### src/rtl/serial_adder.sv
// Bit-serial adder: one full-adder cell plus a carry flop, LSB first, behind a start/done handshake.
// Optional macro SERIAL_ADDER_OVF_EN adds the registered signed-overflow output ovf.
module serial_adder #(
    parameter int WIDTH = 8
) (
    input  logic             clk,
    input  logic             rst,
    input  logic             start,
    input  logic [WIDTH-1:0] a,
    input  logic [WIDTH-1:0] b,
    output logic             busy,
    output logic             done,
    output logic [WIDTH-1:0] sum,
`ifdef SERIAL_ADDER_OVF_EN
    output logic             ovf,
`endif
    output logic             cout
);

    localparam int CNT_W = (WIDTH > 1) ? $clog2(WIDTH) : 1;
    localparam logic [CNT_W-1:0] LAST = CNT_W'(WIDTH - 1);

    typedef enum logic [1:0] {
        IDLE  = 2'd0,
        SHIFT = 2'd1,
        DONE  = 2'd2
    } state_t;

    state_t           state_q, state_d;
    logic [WIDTH-1:0] a_q, a_d;
    logic [WIDTH-1:0] b_q, b_d;
    logic [WIDTH-1:0] sum_q, sum_d;
    logic [CNT_W-1:0] cnt_q, cnt_d;
    logic             c_q, c_d;
    logic             cout_q, cout_d;
`ifdef SERIAL_ADDER_OVF_EN
    logic             ovf_q, ovf_d;
`endif

    logic             s_bit;
    logic             c_next;
    logic [WIDTH-1:0] s_msb;

    always_comb begin
        s_bit  = a_q[0] ^ b_q[0] ^ c_q;
        c_next = (a_q[0] & b_q[0]) | (a_q[0] & c_q) | (b_q[0] & c_q);
        // The new sum bit enters at the MSB so after WIDTH shifts bit 0 sits at the LSB.
        s_msb            = '0;
        s_msb[WIDTH-1]   = s_bit;
    end

    always_comb begin
        state_d = state_q;
        a_d     = a_q;
        b_d     = b_q;
        sum_d   = sum_q;
        cnt_d   = cnt_q;
        c_d     = c_q;
        cout_d  = cout_q;
`ifdef SERIAL_ADDER_OVF_EN
        ovf_d   = ovf_q;
`endif
        case (state_q)
            IDLE: begin
                if (start) begin
                    a_d     = a;
                    b_d     = b;
                    c_d     = 1'b0;
                    cnt_d   = '0;
                    state_d = SHIFT;
                end
            end
            SHIFT: begin
                a_d   = a_q >> 1;
                b_d   = b_q >> 1;
                sum_d = (sum_q >> 1) | s_msb;
                c_d   = c_next;
                cnt_d = cnt_q + CNT_W'(1);
                if (cnt_q == LAST) begin
                    state_d = DONE;
                    cout_d  = c_next;
`ifdef SERIAL_ADDER_OVF_EN
                    // On the last shift c_q is the carry into the MSB.
                    ovf_d   = c_q ^ c_next;
`endif
                end
            end
            DONE:    state_d = IDLE;
            default: state_d = IDLE;
        endcase
    end

    always_ff @(posedge clk or posedge rst) begin
        if (rst) begin
            state_q <= IDLE;
            a_q     <= '0;
            b_q     <= '0;
            sum_q   <= '0;
            cnt_q   <= '0;
            c_q     <= 1'b0;
            cout_q  <= 1'b0;
`ifdef SERIAL_ADDER_OVF_EN
            ovf_q   <= 1'b0;
`endif
        end else begin
            state_q <= state_d;
            a_q     <= a_d;
            b_q     <= b_d;
            sum_q   <= sum_d;
            cnt_q   <= cnt_d;
            c_q     <= c_d;
            cout_q  <= cout_d;
`ifdef SERIAL_ADDER_OVF_EN
            ovf_q   <= ovf_d;
`endif
        end
    end

    assign busy = (state_q == SHIFT);
    assign done = (state_q == DONE);
    assign sum  = sum_q;
    assign cout = cout_q;
`ifdef SERIAL_ADDER_OVF_EN
    assign ovf  = ovf_q;
`endif

endmodule

### config.mk
export PLATFORM = sky130hd
export DESIGN_NAME = serial_adder
export DESIGN_NICKNAME = d
export VERILOG_FILES = /design/src/rtl/serial_adder.sv
export SDC_FILE = /design/constraint.sdc
export NUM_CORES = 1
export LEC_CHECK = 0
export CAP_MARGIN = 20
export CORE_MARGIN = 3
export CORE_UTILIZATION = 57
export CTS_BUF_LIST = sky130_fd_sc_hd__clkbuf_8
export DETAILED_ROUTE_END_ITERATION = 6
export PLACE_DENSITY = 0.93
export SLEW_MARGIN = 20
export SYNTH_ARGS = -nofsm -noshare
export SYNTH_HDL_FRONTEND = slang
export SYNTH_SLANG_ARGS = --single-unit
### constraint.sdc
create_clock -name clk -period 2 [get_ports clk]
set_input_delay 0.4 -clock clk [delete_from_list [all_inputs] [get_ports clk]]
set_output_delay 0.4 -clock clk [all_outputs]
set_load 0.02 [all_outputs]
# --- Word-level counts from Yosys, hierarchy flattened ---
# Index checks and enable logic that the tools add are counted.
word_totals:
  reg_bits: 31
  output_inout_bits: 11
  word_cells: 37
  in_bits: 19
classes:
  n_reduce_logical: 5
  n_eq_ne: 5
  bitwise_logic: 8
  add_sub_neg: 1
  muxes: 11
ops:
  columns: ["cell", "n"]
  rows:
  - ["8-bit case mux with 2 select lines", 2]
  - ["8-bit 2-to-1 mux", 2]
  - ["7-bit by 8-bit OR with 8-bit output", 1]
  - ["3-bit case mux with 2 select lines", 1]
  - ["2-bit AND reduction", 3]
  - ["2-bit 2-to-1 mux", 2]
  - ["2-bit case mux with 2 select lines", 1]
  - ["3-bit by 1-bit adder with 3-bit output (second input constant)", 1]
  - ["1-bit bitwise AND", 3]
  - ["3-bit equality test (second input constant)", 1]
  - ["3-bit 2-to-1 mux", 1]
  - ["2-bit by 1-bit equality test with 1-bit output (second input constant)", 1]
  - ["2-bit equality test (second input constant)", 1]
  - ["2-bit zero test", 1]
  - ["2-bit by 1-bit inequality test with 1-bit output (second input constant)", 1]
  - ["2-bit inequality test (second input constant)", 1]
  - ["1-bit OR", 2]
  - ["1-bit case mux with 2 select lines", 1]
  - ["2-bit nonzero test", 1]
  - ["1-bit bitwise XOR", 2]
  - ["1-bit 2-to-1 mux", 1]

# --- Depth between registers and ports, before layout ---
# Gate-level depths: netlist of the first run.
logic_depth:
  ltp_word: 4
  mapped_depth: 5
  mapped_depth_nobuf: 4

# --- Worst setup path before layout of the first run ---
# OpenSTA, ideal clock, no wires.
synth_path:
  path_type: "reg-to-output"
  start: "register state_q[1]"
  end: "output port done"
  t_required_ns: 1.600
  slack_ns: 0.535
  path_stages_with_launch: 4
  arrival_ns: 1.065
  n_path_buf: 2
  path_cell_list: "dfrtp_1 buf_4 buf_4 nor2b_1"
synth_via:
  elab_chain_len: 1
synth_rtl:
  columns: ["item", "line_no", "rtl"]
  rows:
  - ["start, declared", "29", "state_t state_q, state_d;"]
  - ["start signal, assigned", "106", "state_q <= state_d;"]
  - ["2-bit equality test", "120", "assign done = (state_q == DONE);"]
  - ["end, declared", "12", "output logic done,"]
# Every way passes these cells.

# --- Worst setup path after layout of the first run ---
# Ends and elaborated chain as after synthesis.

==> results.md, run 1 <==
- Seq/Total Area, Yosys: 0.499
- Layout overhead on the synthesized area: 26.1%
- Synth Net Count: roughly 150
- Critical path class: flip-flop to primary output
- Max_cap viols: 0
- Post-route ant nets: 0
- Post-Syn Area: around 1600 um^2
- Num rows: 18
- Seq cells post-synth: 31
- Clk_skew: slightly above 0.006 ns
- # DRC: 0
- WP data required: 1.60 ns
- Clk root buf: clkbuf_8
- Die area: about 3400 um^2
- Pin count of the biggest net entering global routing: 21
- Main synth FF type: dfrtp_1
- Hold WC Path Type: input pin to async pin
- IO Count: 30
- Drt total wl: approximately 3000 um
- Peak supply drop: about 0.0012 V
- Dpl ws: -0.0497 ns
- Proportion of netlist area held by the largest area contributor: 0.499
- GPL Wtd Cong: about 0.74
- Clock latency on the worst-skew pair: between 0.2 and 0.3 ns
- Synth area leader: dfrtp_1
- Vias post-DR: approximately 1100
- Placed cell count: 181
- Post-CTS Setup Bufs: 0
- Status: finished clean
- Worst-path clk slew: roughly 0.06 ns
- CTS sink cnt: 31
- H-tree Lvls: 2
- Initial Utilization: 0.611
- Pwr per Cell Area: 1570 nW/um^2
- Post-CTS resize count: 1
- Final Cycle Share: 0.968
- Clock Path Buffers: 2
- RSZ-0062 raised after global routing: false
- Cells after Synth: approximately 130
- Initial antenna violation count: 0
- Final hold violations: 0
- Core Region: between 2000 and 3000 um^2
- Netlist cell types: 23
- Async SR Flop Fraction: 1.00
- Hold Buf Count CTS: 0
- Layout cell share with drive strength beyond 1: 0.209
- Gr usage total: 0.208
- Post-Syn Area per Cell: around 12 um^2
- Vias in the first global route: about 1100
- Overflow after GRT: 0
- Final WS setup: between 0.06 and 0.07 ns
- Max Clk Rate: between 500 and 600 MHz
- CTS buffer count: 5
- Post-DP HPWL: 2250 um
- Wire length of the first global-routing pass: between 5000 and 6000 um
- Synth warn: 0
- PnR Total Power: between 3000 and 4000 uW
- Slew HR: 0.309
- Final Max Tran Viols: 0
- Crit Path Max Fanout: 9
- Post-synth EDFFs: 0
- Via density: ~6
- Worst slew pin tran: between 1 and 1.5 ns
- DRT Pass-1 Iters: 4
- Die X: 58.2 um
- Nets: 180
- Setup violations, final: 0
- Port bufs: 29
- Die height: between 50 and 60 um
- Drt initial violations: 30
- CTS tree: yes
- Pleak: 0.000858 uW
- Antenna cells: 0
- Post-layout minimum cycle time: 1.94 ns
- Critical Path Source Type: flip-flop
- Wire per inst: about 16 um
- Crit path DAT: about 1.5 ns
- Top cells by area, synth: dfrtp_1 50%, a221oi_2 9.7%, nor4b_1 7.9%, mux2_1 4.3%, inv_1 3.9%
- Fin cells: about 190
- Endpoint type of the worst setup path: primary output
==> cell type report <==
class | count | area (um^2)
Multi-Input combinational cell | 66 | 639
Inverter | 16 | 60.1
Sequential cell | 31 | 777
Fill cell | 171 | 586
Timing Repair Buffer | 38 | 358
Clock inverter | 1 | 5.00
Tap cell | 30 | 37.5
Clock buffer | 6 | 82.6
==> placed cells by master, fill, tap and decap left out, types with 3 or more instances in the layout <==
cell	synthesis	layout
buf_4	3	9
mux2_1	6	6
a22o_1	5	5
nor4b_1	14	14
inv_1	16	16
a221oi_2	10	10
mux2_4	3	3
clkbuf_8	0	6
a211oi_1	4	4
dfrtp_1	31	30
nor2_1	8	8
nor3b_1	5	5
clkdlybuf4s50_1	0	29
==> synth_stat cells (2+ instances only) <==
| library cell | number |
|---|---|
| ha_1 | 2 |
| buf_6 | 3 |
| inv_1 | 16 |
| mux2_4 | 3 |
| nor2_1 | 8 |
| clkbuf_1 | 3 |
| dfrtp_1 | 31 |
| a221oi_2 | 10 |
| a211oi_1 | 4 |
| nor3b_1 | 5 |
| mux2_1 | 6 |
| a22o_1 | 5 |
| nor4b_1 | 14 |
| nand2b_1 | 2 |
| buf_4 | 3 |
| buf_2 | 3 |
==> per-layer routing <==
metal  up-vias  track usage  wire length, um
met5         -            0                0
met2        41        0.329             1500
met4         0        0.123              116
li1        512            -                -
met3        15       0.0690              183
met1       540        0.246             1210
==> final timing paths <==
check | start | end | slack, ns | cells past startpoint
setup reg to reg | state_q[0] | a_q[0] | 0.16 | 3
min in group clk | sum[0] | sum[0] | 0.49 | 1
hold reg to reg | sum[0] | sum[0] | 0.49 | 1
max in group asynchronous | rst | a_q[6] | 1.06 | 3
setup / recovery | state_q[1] | done | 0.06 | 2
hold / removal | rst | sum[3] | 0.42 | 2
==> critical path, cell delays in order (launching register included) <==
cell             delay [ns]
dfrtp_2                0.47
nor2b_1                0.17
clkdlybuf4s50_1        0.61
==> report_power, final <==
group          leakage (uW)  total, uW  switching, uW  internal [uW]
clock             0.0000470        491            221            269
combinational      0.000448       1460            697            766
sequential         0.000363       1130            190            936
==> stage by stage <==
stage,util,hold slack [ns],area (um^2),TNS [ns]
after global routing,0.770,0.448,1960,0
after detailed placement,0.735,0.484,1870,-0.144
after floorplan,-,0.470,1550,0
after CTS,0.770,0.435,1960,0
final,0.770,0.422,1960,0
after global placement,0.735,0.469,1870,0
==> kinds of logic (layout without fill, tap and decap cells) <==
group,Yosys count,in the layout,share of synthesized area
buffers and inverters,28,61,0.0918
AOI/OAI and AO/OA,21,21,0.152
adders and majority gates,3,3,0.0290
DFF,31,31,0.499
and+or+nand+nor,32,32,0.148
muxes,10,10,0.0797
==> state kept, by name, indices dropped and copies added (netlist names) <==
| name | flops |
|---|---|
| a_q | 8 |
| b_q | 8 |
| c_q | 1 |
| cnt_q | 3 |
| cout | 1 |
| state_q | 2 |
| sum | 8 |
Power figures use the tool's default switching activity.
==> run 2, diff against run 1 <==
Settings changed: SETUP_SLACK_MARGIN set to 0.2.
==> results.md, run 2 (synthesized netlist as in run 1, its figures left out) <==
- RSZ-0062 raised after global routing: false
- Final Cycle Share: 0.840 (-0.128)
- Hold WC Path Type: input pin to async pin
- Dpl ws: -0.0497 ns (unchanged)
- Crit. path cell count: 1 (-1)
- Crit path buf inv count: 1 (unchanged)
- Wire per inst: 16.1 um (+0.93%)
- Setup violations, final: 0 (unchanged)
- Final hold violations: 0 (unchanged)
- Max_cap viols: 0 (unchanged)
- Via density: 5.96 (+1.1%)
- Die area: 3390 um^2 (unchanged)
- H-tree Lvls: 2 (unchanged)
- CTS buffer count: 5 (unchanged)
- CP max stage delay: 0.62 ns (about the same)
- Clock latency on the worst-skew pair: 0.28 ns (about the same)
- DRT Pass-1 Iters: 4 (unchanged)
- Commonest non-fill, non-tap cells in the layout: 30 x dfrtp_1, 27 x clkdlybuf4s50_1, 16 x inv_1
- WP data required: 1.60 ns (about the same)
- Core Region: 2540 um^2 (unchanged)
- CP cell instances: clkdlybuf4s50_1
- Layout cell share with drive strength beyond 1: 0.209 (unchanged)
- Port bufs: 29 (unchanged)
- Critical path class: flip-flop to primary output
- Max Clk Rate: 595 MHz (+15%)
- Status: finished clean
- CTS sink cnt: 31 (unchanged)
- Worst path slowest cell: clkdlybuf4s50_1
- Clk root buf: clkbuf_8
- Num rows: 18 (unchanged)
- Clk_skew: 0.00586 ns (-0.000309 ns)
- Final WS setup: 0.319 ns (+0.255 ns)
- Slew HR: 0.590 (+0.281)
- Initial Utilization: 0.611 (unchanged)
- Layout overhead on the synthesized area: 26.4%
- Pleak: 0.000862 uW (+0.55%)
- Launch point of the worst path: sum[6]
- P_int: 1970 uW (-0.20%)
- Pwr per Cell Area: 1570 nW/um^2 (-0.25%)
- Critical Path Source Type: flip-flop
- Reg2reg start: state_q[0]
- Switching share of power: 0.361 (+0.00131)
- Clock power frac: 0.159 (about the same)
- Crit path to: sum[6]
- Commonest non-fill, non-tap cell in the layout: dfrtp_1
- Logic pwr share: 0.475 (about the same)
- Post-route cell area: 1960 um^2 (+0.26%)
- Drt initial violations: 27 (-10%)
- Crit Path Max Fanout: 3 (-6)
- Worst-case reg-to-reg path depth: 3 (unchanged)
- Nets: 180 (unchanged)
- Layout Utilization: 0.772 (+0.00197)
- Overflow after GRT: 0 (unchanged)
- CP top delay family: buffers and inverters
- Initial antenna violation count: 0 (unchanged)
- Pin count of the biggest net entering global routing: 21 (unchanged)
- Peak supply drop: 0.00115 V (about the same)
- Gr usage total: 0.209 (+0.000943)
- Post-route ant nets: 0 (unchanged)
- Endpoint type of the worst setup path: primary output
- Crit path DAT: 1.28 ns (-0.26 ns)
- Final Max Tran Viols: 0 (unchanged)
- Wire length of the first global-routing pass: 5180 um (+0.52%)
- CTS tree: yes
- Post-DP HPWL: 2250 um (unchanged)
- FF-to-FF setup slack: 0.49 ns (+0.33 ns)
- Worst slew pin tran: 0.613 ns (-0.422 ns)
- Antenna cells: 0 (unchanged)
- # DRC: 0 (unchanged)
- Reg power frac: 0.366 (about the same)
- Drt total wl: 3030 um (+0.93%)
- Post-layout minimum cycle time: 1.68 ns (-0.255 ns)
- Post-DP Area: 1870 um^2 (unchanged)
- Vias in the first global route: 1128 (+0.18%)
- Die height: 58.2 um (unchanged)
- Post-CTS Setup Bufs: 0 (unchanged)
- Clock Path Buffers: 2 (unchanged)
- IO Count: 30 (unchanged)
- Worst-path clk slew: 0.06 ns (about the same)
- R2R Path End: cnt_q[0]
- GPL Wtd Cong: 0.738 (unchanged)
- Switching power: 1110 uW (+0.37%)
- Die X: 58.2 um (unchanged)
- Vias post-DR: 1120 (+1.1%)
-- run 2: cell types whose count changed in the layout (fill, tap and decap cells not counted), sizes merged --
cell,delta
clkdlybuf4s50,-2
dlygate4sd2,+2
-- run 2: worst min path at each step --
stage	from	endpoint	slack [ns]	cells after the start
after detailed placement	sum[0]	sum[0]	0.48	1
final	rst	sum[3]	0.42	2
after CTS	rst	sum[3]	0.43	2
after global placement	sum[0]	sum[0]	0.47	1
after floorplan	cnt_q[1]	cnt_q[1]	0.47	1
after global routing	rst	sum[3]	0.45	2
-- run 2: timing repair --
action,in CTS,in global routing
setup endpoints to repair,17,0
hold buffers,0,0
gates resized for setup,4,0
-- run 2: worst reg2reg max path: stages (launching register included) --
cell      delay, ns
dfrtp_1        0.44
buf_4          0.21
o21bai_4       0.52
mux2_2         0.27
-- run 2: power by group through the flow --
stage | Clock [uW] | Sequential [uW] | Combinational [uW]
6_report | 489 | 1130 | 1460
5_1_grt | 530 | 1180 | 1600
4_1_cts | 500 | 1130 | 1480
3_5_place_dp | 0 | 1140 | 1480
3_3_place_gp | 0 | 1110 | 1400
2_1_floorplan | 0 | 1200 | 996
-- run 2: per-layer routing --
layer / global-route usage / share of wire / vias to the layer above
met5: 0 / 0 / -
met4: 0.123 / 0.038 / 0
met3: 0.0713 / 0.066 / 15
met2: 0.331 / 0.49 / 46
met1: 0.246 / 0.41 / 547
li1: - / - / 512
-- run 2: layout make-up --
class,count,area (um^2)
flip-flops and latches,31,777
clock inverters,1,5.00
repair buffers,38,355
inverters,16,60.1
fillers,170,581
multi-input cells,66,647
well taps,30,37.5
clock buffers,6,82.6
-- run 2: stage by stage --
stage	hold WS, ns	instances	power [uW]	setup TNS, ns
2_1_floorplan	0.470	125	2200	0
4_1_cts	0.435	188	3110	0
5_1_grt	0.448	188	3310	0
3_3_place_gp	0.469	181	2520	0
3_5_place_dp	0.484	181	2620	-0.144
6_report	0.423	188	3080	0
==> run 3, diff against run 2 <==
Settings changed: CORE_UTILIZATION 57 to 48, PLACE_DENSITY 0.93 to 0.84.
Clock period 2 ns to 1.4 ns, I/O delays scaled along.
==> results.md, run 3 (synthesized netlist as in run 1, its figures left out) <==
- Layout Utilization: 0.697 (-0.0751)
- Clk_skew: 0.00664 ns (+0.000782 ns)
- Post-layout minimum cycle time: about 1.3 ns
- Worst hold slack: 0.343 ns (-0.0806 ns)
- Final hold violations: 0 (unchanged)
- Launch point of the worst path: state_q[1]
- Initial Utilization: 0.505 (-0.106)
- CTS tree: yes
- Post-route ant nets: 0 (unchanged)
- Vias in the first global route: 1202 (+6.6%)
- CP cell instances: buf_6 -> o21bai_4 -> buf_6 -> mux2_4
- Max Clk Rate: 751 MHz
- # DRC: 0 (unchanged)
- Status: finished clean
- CTS buffer count: 5 (unchanged)
- Clock latency on the worst-skew pair: 0.29 ns (about the same)
- GPL Wtd Cong: 0.729 (-1.2%)
- Antenna cells: 0 (unchanged)
- Critical Path Source Type: flip-flop
- Layout overhead on the synthesized area: 38.0%
- Port bufs: 29 (unchanged)
- Die area: 3960 um^2 (+17%)
- IO Count: 30 (unchanged)
- Overflow after GRT: 0 (unchanged)
- CTS sink cnt: 31 (unchanged)
- Crit-path most repeated cell: buf_6
- Nets: 192 (+6.7%)
- Fillers: 225 (+32%)
- Die height: 62.9 um (+8.0%)
- CP max stage delay: 0.47 ns (-0.15 ns)
- Layout cell share with drive strength beyond 1: 0.380 (+0.171)
- Hold WC Path Type: input pin to async pin
- Post-DP HPWL: 2180 um (-2.8%)
- Register area: 778 um^2 (+0.16%)
- Crit path DAT: 1.50 ns (+0.22 ns)
- Max_cap viols: 0 (unchanged)
- Drt total wl: 3430 um (+13%)
- H-tree Lvls: 2 (unchanged)
- Setup violations, final: 0 (unchanged)
- Final Cycle Share: 0.951
- Commonest non-fill, non-tap cells in the layout: 29 x dfrtp_1, 18 x inv_1, 18 x clkdlybuf4s50_1
- Drt initial violations: 27 (unchanged)
- Peak supply drop: 0.00103 V (-10%)
- RSZ-0062 raised after global routing: true
- Gr usage total: 0.180 (-0.0288)
- WP data required: 1.57 ns (-0.03 ns)
- CP top delay family: flip-flops
- Pleak: 0.000961 uW (+11%)
- Reg2reg start: state_q[1]
- Crit. path cell count: 4 (+3)
- Via density: 5.31 (-11%)
- Worst slew pin tran: 0.407 ns (-0.206 ns)
- R2R Path End: cnt_q[0]
- Critical path class: flip-flop to flip-flop
- Area occupied by multi-input gates: 704 um^2 (+8.9%)
- Pin count of the biggest net entering global routing: 32 (+52%)
- Endpoint type of the worst setup path: flip-flop
- Die X: 62.9 um (+8.0%)
- Clock Path Buffers: 2 (unchanged)
- Pwr per Cell Area: 2180 nW/um^2 (+39%)
- Crit path buf inv count: 2 (+1)
- Wire per inst: 16.0 um (-1.0%)
- Worst path slowest cell: dfrtp_2
- Worst-case reg-to-reg path depth: 4 (+1)
- DRT Pass-1 Iters: 4 (unchanged)
- Crit path to: cnt_q[0]
- Final Max Tran Viols: 0 (unchanged)
- Slew HR: 0.725 (+0.135)
- Vias post-DR: 1141 (+1.9%)
- Worst-path clk slew: 0.06 ns (about the same)
- FF-to-FF setup slack: 0.07 ns (-0.42 ns)
- Initial antenna violation count: 0 (unchanged)
- Core Region: 3080 um^2 (+21%)
- Clk root buf: clkbuf_8
- Wire length of the first global-routing pass: 5460 um (+5.5%)
- Commonest non-fill, non-tap cell in the layout: dfrtp_1
- Num rows: 20 (+2)
- Crit Path Max Fanout: 6 (+3)
- Hold Buf Count CTS: 0 (unchanged)
## run 3: changes by cell type in the layout (fill, tap and decap cells not counted), sizes merged
cell / delta
clkdlybuf4s50: -9
inv: +2
buf: +22
dlygate4sd2: -2
## run 3: layout make-up
class	instances	share of cell area
clock buffers	5	0.0321
inverters	16	0.0280
clock inverters	3	0.00583
multi-input cells	66	0.328
flip-flops and latches	31	0.363
repair buffers	50	0.217
well taps	44	0.0257
## run 3: worst min-delay path by stage
stage,end,cells after the start,startpoint,slack (ns)
CTS,cnt_q[0],3,rst,0.35
global placement,sum[0],1,sum[0],0.47
finish,sum[2],3,rst,0.34
global route,sum[0],3,rst,0.36
detailed placement,sum[0],1,sum[0],0.48
floorplan,a_q[0],1,rst,0.38
## run 3: per-layer routing
layer,GRT usage,share of wire
met3,0.0791,0.065
met5,0,0
met4,0.0716,0.013
met1,0.202,0.39
met2,0.298,0.53
## run 3: worst reg2reg max path: stages, from the launching register on
cell and delay, ns:
dfrtp_2 0.47, buf_6 0.16, o21bai_4 0.20, buf_6 0.14
mux2_4 0.25
## run 3: stage by stage
step	instances	worst slack [ns]	instance area, um^2	TNS (ns)	total power [uW]
6_report	215	0.0692	2140	0	4680
5_1_grt	215	0.0277	2140	0	5000
4_1_cts	210	0.0707	2050	0	4540
3_5_place_dp	197	-0.151	1930	-1.71	3810
3_3_place_gp	197	-0.0924	1930	-0.960	3660
2_1_floorplan	125	0.139	1570	0	3180
## run 3: repair_timing
item	in CTS	in global routing
pin swaps	0	11
setup endpoints to repair	40	31
resized for setup	59	9
buffers inserted	4	3
cloned	1	2
## run 3: where the power goes
group          switching, uW  leakage [uW]  internal [uW]
combinational           1140      0.000549           1270
clock                    314     0.0000505            333
sequential               291      0.000362           1340
total                   1740      0.000961           2940
==> RTL edit 1: new RTL, flow settings as in run 2 <==
The option `SERIAL_ADDER_OVF_EN` is turned on by a define.
--- a/src/rtl/serial_adder.sv
+++ b/src/rtl/serial_adder.sv
@@ -2,2 +2,4 @@
 // Optional macro SERIAL_ADDER_OVF_EN adds the registered signed-overflow output ovf.
+`define SERIAL_ADDER_OVF_EN
+
 module serial_adder #(
Formal check against the unedited RTL (old outputs only; new: ovf): equivalent (Yosys induction, for registers that start in step).
==> RTL edit 1 against run 2 <==
Setup slack gained 0.021 ns. Critical path depth unchanged. Sequential share of layout area up 2.3 points. Total power down 3.1%. Design area down 2.6%. Register-to-register slack better by 0.06 ns. Via count up 0.27%. Wire length rose by 4.6%. Synthesized area is 3.5% lower. Sequential cell count up 1.
==> RTL edit 1: results (changes against run 2) <==
\begin{tabular}{lr}
\hline
Metric & Value \\
\hline
\multicolumn{2}{l}{\textbf{Status}} \\
\quad Result of the run & complete, no violations \\
\multicolumn{2}{l}{\textbf{Synth}} \\
\quad Synth cell types & 21 (-8.7\%) \\
\quad Share of cell area taken by muxes after synthesis & 8.180\% (+0.21 points) \\
\quad Sequential cell area fraction in the yosys report & 53.42\% (+3.5 points) \\
\quad Ranking of synthesized cells by area & sky130\_fd\_sc\_hd\_\_dfrtp\_1 (53\%), sky130\_fd\_sc\_hd\_\_nor3b\_1 (7.0\%), sky130\_fd\_sc\_hd\_\_mux2\_2 (5.3\%) \\
\quad List of most frequent post-synthesis cells & sky130\_fd\_sc\_hd\_\_dfrtp\_1 (32), sky130\_fd\_sc\_hd\_\_inv\_1 (18), sky130\_fd\_sc\_hd\_\_nor3b\_1 (14), sky130\_fd\_sc\_hd\_\_nor2b\_1 (10) \\
\quad Synthesized-area fraction occupied by ao, oa, aoi and oai cells & 11.52\% (-3.7 points) \\
\multicolumn{2}{l}{\textbf{Cells and area}} \\
\quad Share of post-route cells with drive strength above 1 & 12.35\% (-8.5 points) \\
\quad Fill cell total of the finished layout & 147 (-14\%) \\
\multicolumn{2}{l}{\textbf{GRT}} \\
\quad Global-route wire length before repair & 5430 um (+4.8\%) \\
\multicolumn{2}{l}{\textbf{Place}} \\
\quad Placement Setup Slack & 0.3351 ns (+0.3848 ns) \\
\quad Quantity of I/O buffers inserted on ports & 30 (+3.4\%) \\
\quad Placed inst area & 1838 um\^{}2 (-1.7\%) \\
\quad GPL Wtd Cong & 0.7900 (+7.1\%) \\
\multicolumn{2}{l}{\textbf{STA}} \\
\quad Final period utilization & 82.98\% (-1.1 points) \\
\quad Least-Margin Pin Slew & 0.5456 ns (-0.06765 ns) \\
\quad Worst hold margin & 0.5004 ns (+0.07696 ns) \\
\multicolumn{2}{l}{\textbf{Power and ir drop}} \\
\quad Internal Dissipation & 1898 uW (-3.5\%) \\
\quad IR drop worst, VDD & 1268 uV (+10\%) \\
\multicolumn{2}{l}{\textbf{Setup path}} \\
\quad Destination of the critical timing path & ovf \\
\quad Terminus of the critical flop-to-flop path & ovf \\
\multicolumn{2}{l}{\textbf{Clock network}} \\
\quad Total of cells resized after clock tree synthesis & 2 (-2) \\
\multicolumn{2}{l}{\textbf{Routing}} \\
\quad Routed Wire Length & 3169 um (+4.6\%) \\
\quad Number of DRC violations after detailed-routing iteration 0 & 23 (-15\%) \\
\quad Vias per inst & 5.911 (-0.79\%) \\
\hline
\end{tabular}
==> RTL edit 1: changes by cell type after synthesis, sizes merged, moves of 2 or more <==
cell	change
nor3b	+9
nor2b	+8
nor4b	-8
buf	-7
nor2	-7
clkbuf	+4
a221oi	-3
a211oi	+2
inv	+2
nand2b	-2
==> RTL edit 1: final cells by class <==
type | count | area (um^2) | share of cell area, %
multi-input combinational | 68 | 581.8 | 30.41
timing repair buffer | 37 | 350.3 | 18.31
clock buffer | 5 | 68.82 | 3.597
inverter | 18 | 67.56 | 3.532
tap | 28 | 35.03 | 1.831
clock inverter | 2 | 8.758 | 0.4578
sequential | 32 | 800.8 | 41.86
==> RTL edit 1: per-layer routing <==
metal | routed length, um | global-route usage [%] | part of all wire (%)
met1 | 1321 | 26.88 | 42
met2 | 1576 | 35.07 | 50
met3 | 177 | 8.145 | 5.6
met4 | 93 | 12.91 | 2.9
met5 | 0 | 0 | 0
==> RTL edit 2: new RTL, config.mk and constraints of run 2 <==
Without the edit above. Reset style: synchronous (`rst`), changed in one clocked block.
--- a/src/rtl/serial_adder.sv
+++ b/src/rtl/serial_adder.sv
@@ -92,3 +92,3 @@
 
-    always_ff @(posedge clk or posedge rst) begin
+    always_ff @(posedge clk) begin
         if (rst) begin
Formal check against the unedited RTL: differs if rst is asserted again (counterexample within 4 cycles, from zero or initial values and one cycle with rst high); with rst held inactive, the same outputs for 10 cycles.
==> RTL edit 2 against run 2 <==
Non-clock buffer count down 4. Synthesized area down 13%. Wire length decreased by 8.3%. Sequential cell count unchanged. Via count shrank 4.6%. Design area is 12% lower. Setup slack improved by 0.017 ns. Critical path type unchanged. Highest routed layer unchanged.
Power is not compared: it rests on default switching activity, and its combinational part moved more than twofold at a synthesized area within 25%.
==> RTL edit 2: results (changes against run 2) <==
\begin{tabular}{lr}
\hline
Metric & Value \\
\hline
\multicolumn{2}{l}{\textbf{Synth}} \\
\quad Sequential cell area fraction in the yosys report & 45.84\% (-4.1 points) \\
\quad Post-synthesis async set-or-reset flop share & 0\% (-100 points) \\
\quad List of most frequent post-synthesis cells & sky130\_fd\_sc\_hd\_\_dfxtp\_1 (31), sky130\_fd\_sc\_hd\_\_nor2\_1 (21), sky130\_fd\_sc\_hd\_\_nand2\_1 (17), sky130\_fd\_sc\_hd\_\_mux2i\_1 (15), sky130\_fd\_sc\_hd\_\_a211oi\_2 (10) \\
\quad Ranking of synthesized cells by area & sky130\_fd\_sc\_hd\_\_dfxtp\_1 (46\%), sky130\_fd\_sc\_hd\_\_mux2i\_1 (11\%), sky130\_fd\_sc\_hd\_\_a211oi\_2 (9.2\%) \\
\quad Average cell area after synthesis & 9.954 um\^{}2 (-20\%) \\
\quad Synth Flop Type & sky130\_fd\_sc\_hd\_\_dfxtp\_1 \\
\multicolumn{2}{l}{\textbf{STA}} \\
\quad Least-Margin Pin Slew & 0.4598 ns (-0.1534 ns) \\
\quad Worst hold margin & 0.4635 ns (+0.04006 ns) \\
\quad Worst-case clock skew & 0.008816 ns (+0.002956 ns) \\
\multicolumn{2}{l}{\textbf{Setup path}} \\
\quad Crit path DAT & 1.26 ns (-0.02 ns) \\
\quad Number of cells on the worst reg-to-reg path & 5 (+2) \\
\quad Internal reg-to-reg setup slack & 0.51 ns (+0.02 ns) \\
\quad Worst reg2reg path startpoint & state\_q[0] \\
\multicolumn{2}{l}{\textbf{Place}} \\
\quad Number of cells in the design after placement & 188 (+3.9\%) \\
\quad GPL Wtd Cong & 0.7328 (-0.69\%) \\
\quad Post-detailed-placement half-perimeter wirelength & 1944 um (-13\%) \\
\multicolumn{2}{l}{\textbf{GRT}} \\
\quad Global-route wire length before repair & 4140 um (-20\%) \\
\quad Number of global-route vias before repair & 1036 (-8.2\%) \\
\multicolumn{2}{l}{\textbf{Routing}} \\
\quad Number of DRC violations after detailed-routing iteration 0 & 6 (-78\%) \\
\quad Routed via count & 1069 (-4.6\%) \\
\quad Routed Wire Length & 2780 um (-8.3\%) \\
\multicolumn{2}{l}{\textbf{Min path}} \\
\quad Worst Hold Class & register to register \\
\multicolumn{2}{l}{\textbf{Cells and area}} \\
\quad Fill cell total of the finished layout & 163 (-4.1\%) \\
\quad Share of post-route cells with drive strength above 1 & 14.29\% (-6.6 points) \\
\quad Net count reported at finish & 189 (+5.0\%) \\
\quad Post-route non-filler standard cell count & 196 (+4.3\%) \\
\multicolumn{2}{l}{\textbf{Status}} \\
\quad Result of the run & complete, no violations \\
\hline
\end{tabular}
==> RTL edit 2: worst max-delay path by stage <==
stage,from,to,slack [ns]
floorplan,state_q[0],done,0.69
global placement,start,a_q[2],0.42
detailed placement,start,a_q[2],0.34
CTS,sum[1],sum[1],0.33
global route,state_q[1],busy,0.28
finish,sum[1],sum[1],0.34
==> RTL edit 2: tightest hold or removal path, delay by kind of cell, from the launching register on <==
kind	cells	cell delay (ns)
DFF	1	0.31
AOI/OAI and AO/OA	1	0.05
and+or+nand+nor	1	0.05
==> RTL edit 2: layer usage <==
layer | vias to the layer above | track usage (%) | part of all wire, %
met3 | 10 | 9.537 | 5.8
li1 | 534 | - | -
met5 | - | 0 | 0
met2 | 25 | 36.61 | 52
met4 | 0 | 10.79 | 2.4
met1 | 500 | 18.39 | 40
==> RTL edit 2: layout make-up <==
class	instances	area (um^2)	share of cell area, %
repair buffers	34	337.8	19.59
clock buffers	5	68.82	3.991
inverters	2	8.758	0.5080
well taps	28	35.03	2.032
clock inverters	3	12.51	0.7257
flip-flops and latches	31	620.6	35.99
multi-input cells	93	640.6	37.16
==> RTL edit 2: cells by family after synthesis <==
group | count (synthesis) | synth area share, %
mux | 15 | 11.09
buf+inv | 12 | 6.838
fa+ha+maj | 3 | 3.327
simple gates | 44 | 13.49
flops | 31 | 45.84
compound gates | 31 | 19.41
==> RTL edit 2: repair_timing <==
item | 4_1_cts | 5_1_grt
endpoints found under the setup margin | 2 | 0
resized for setup | 2 | 0
setup buffers | 0 | 0
==> RTL edit 2: power by group through the flow <==
stage | combinational, uW | clock [uW] | sequential [uW]
3_3_place_gp | 184 | 0 | 683
5_1_grt | 207 | 480 | 676
3_5_place_dp | 191 | 0 | 686
6_report | 191 | 448 | 673
4_1_cts | 192 | 455 | 673
2_1_floorplan | 131 | 0 | 683
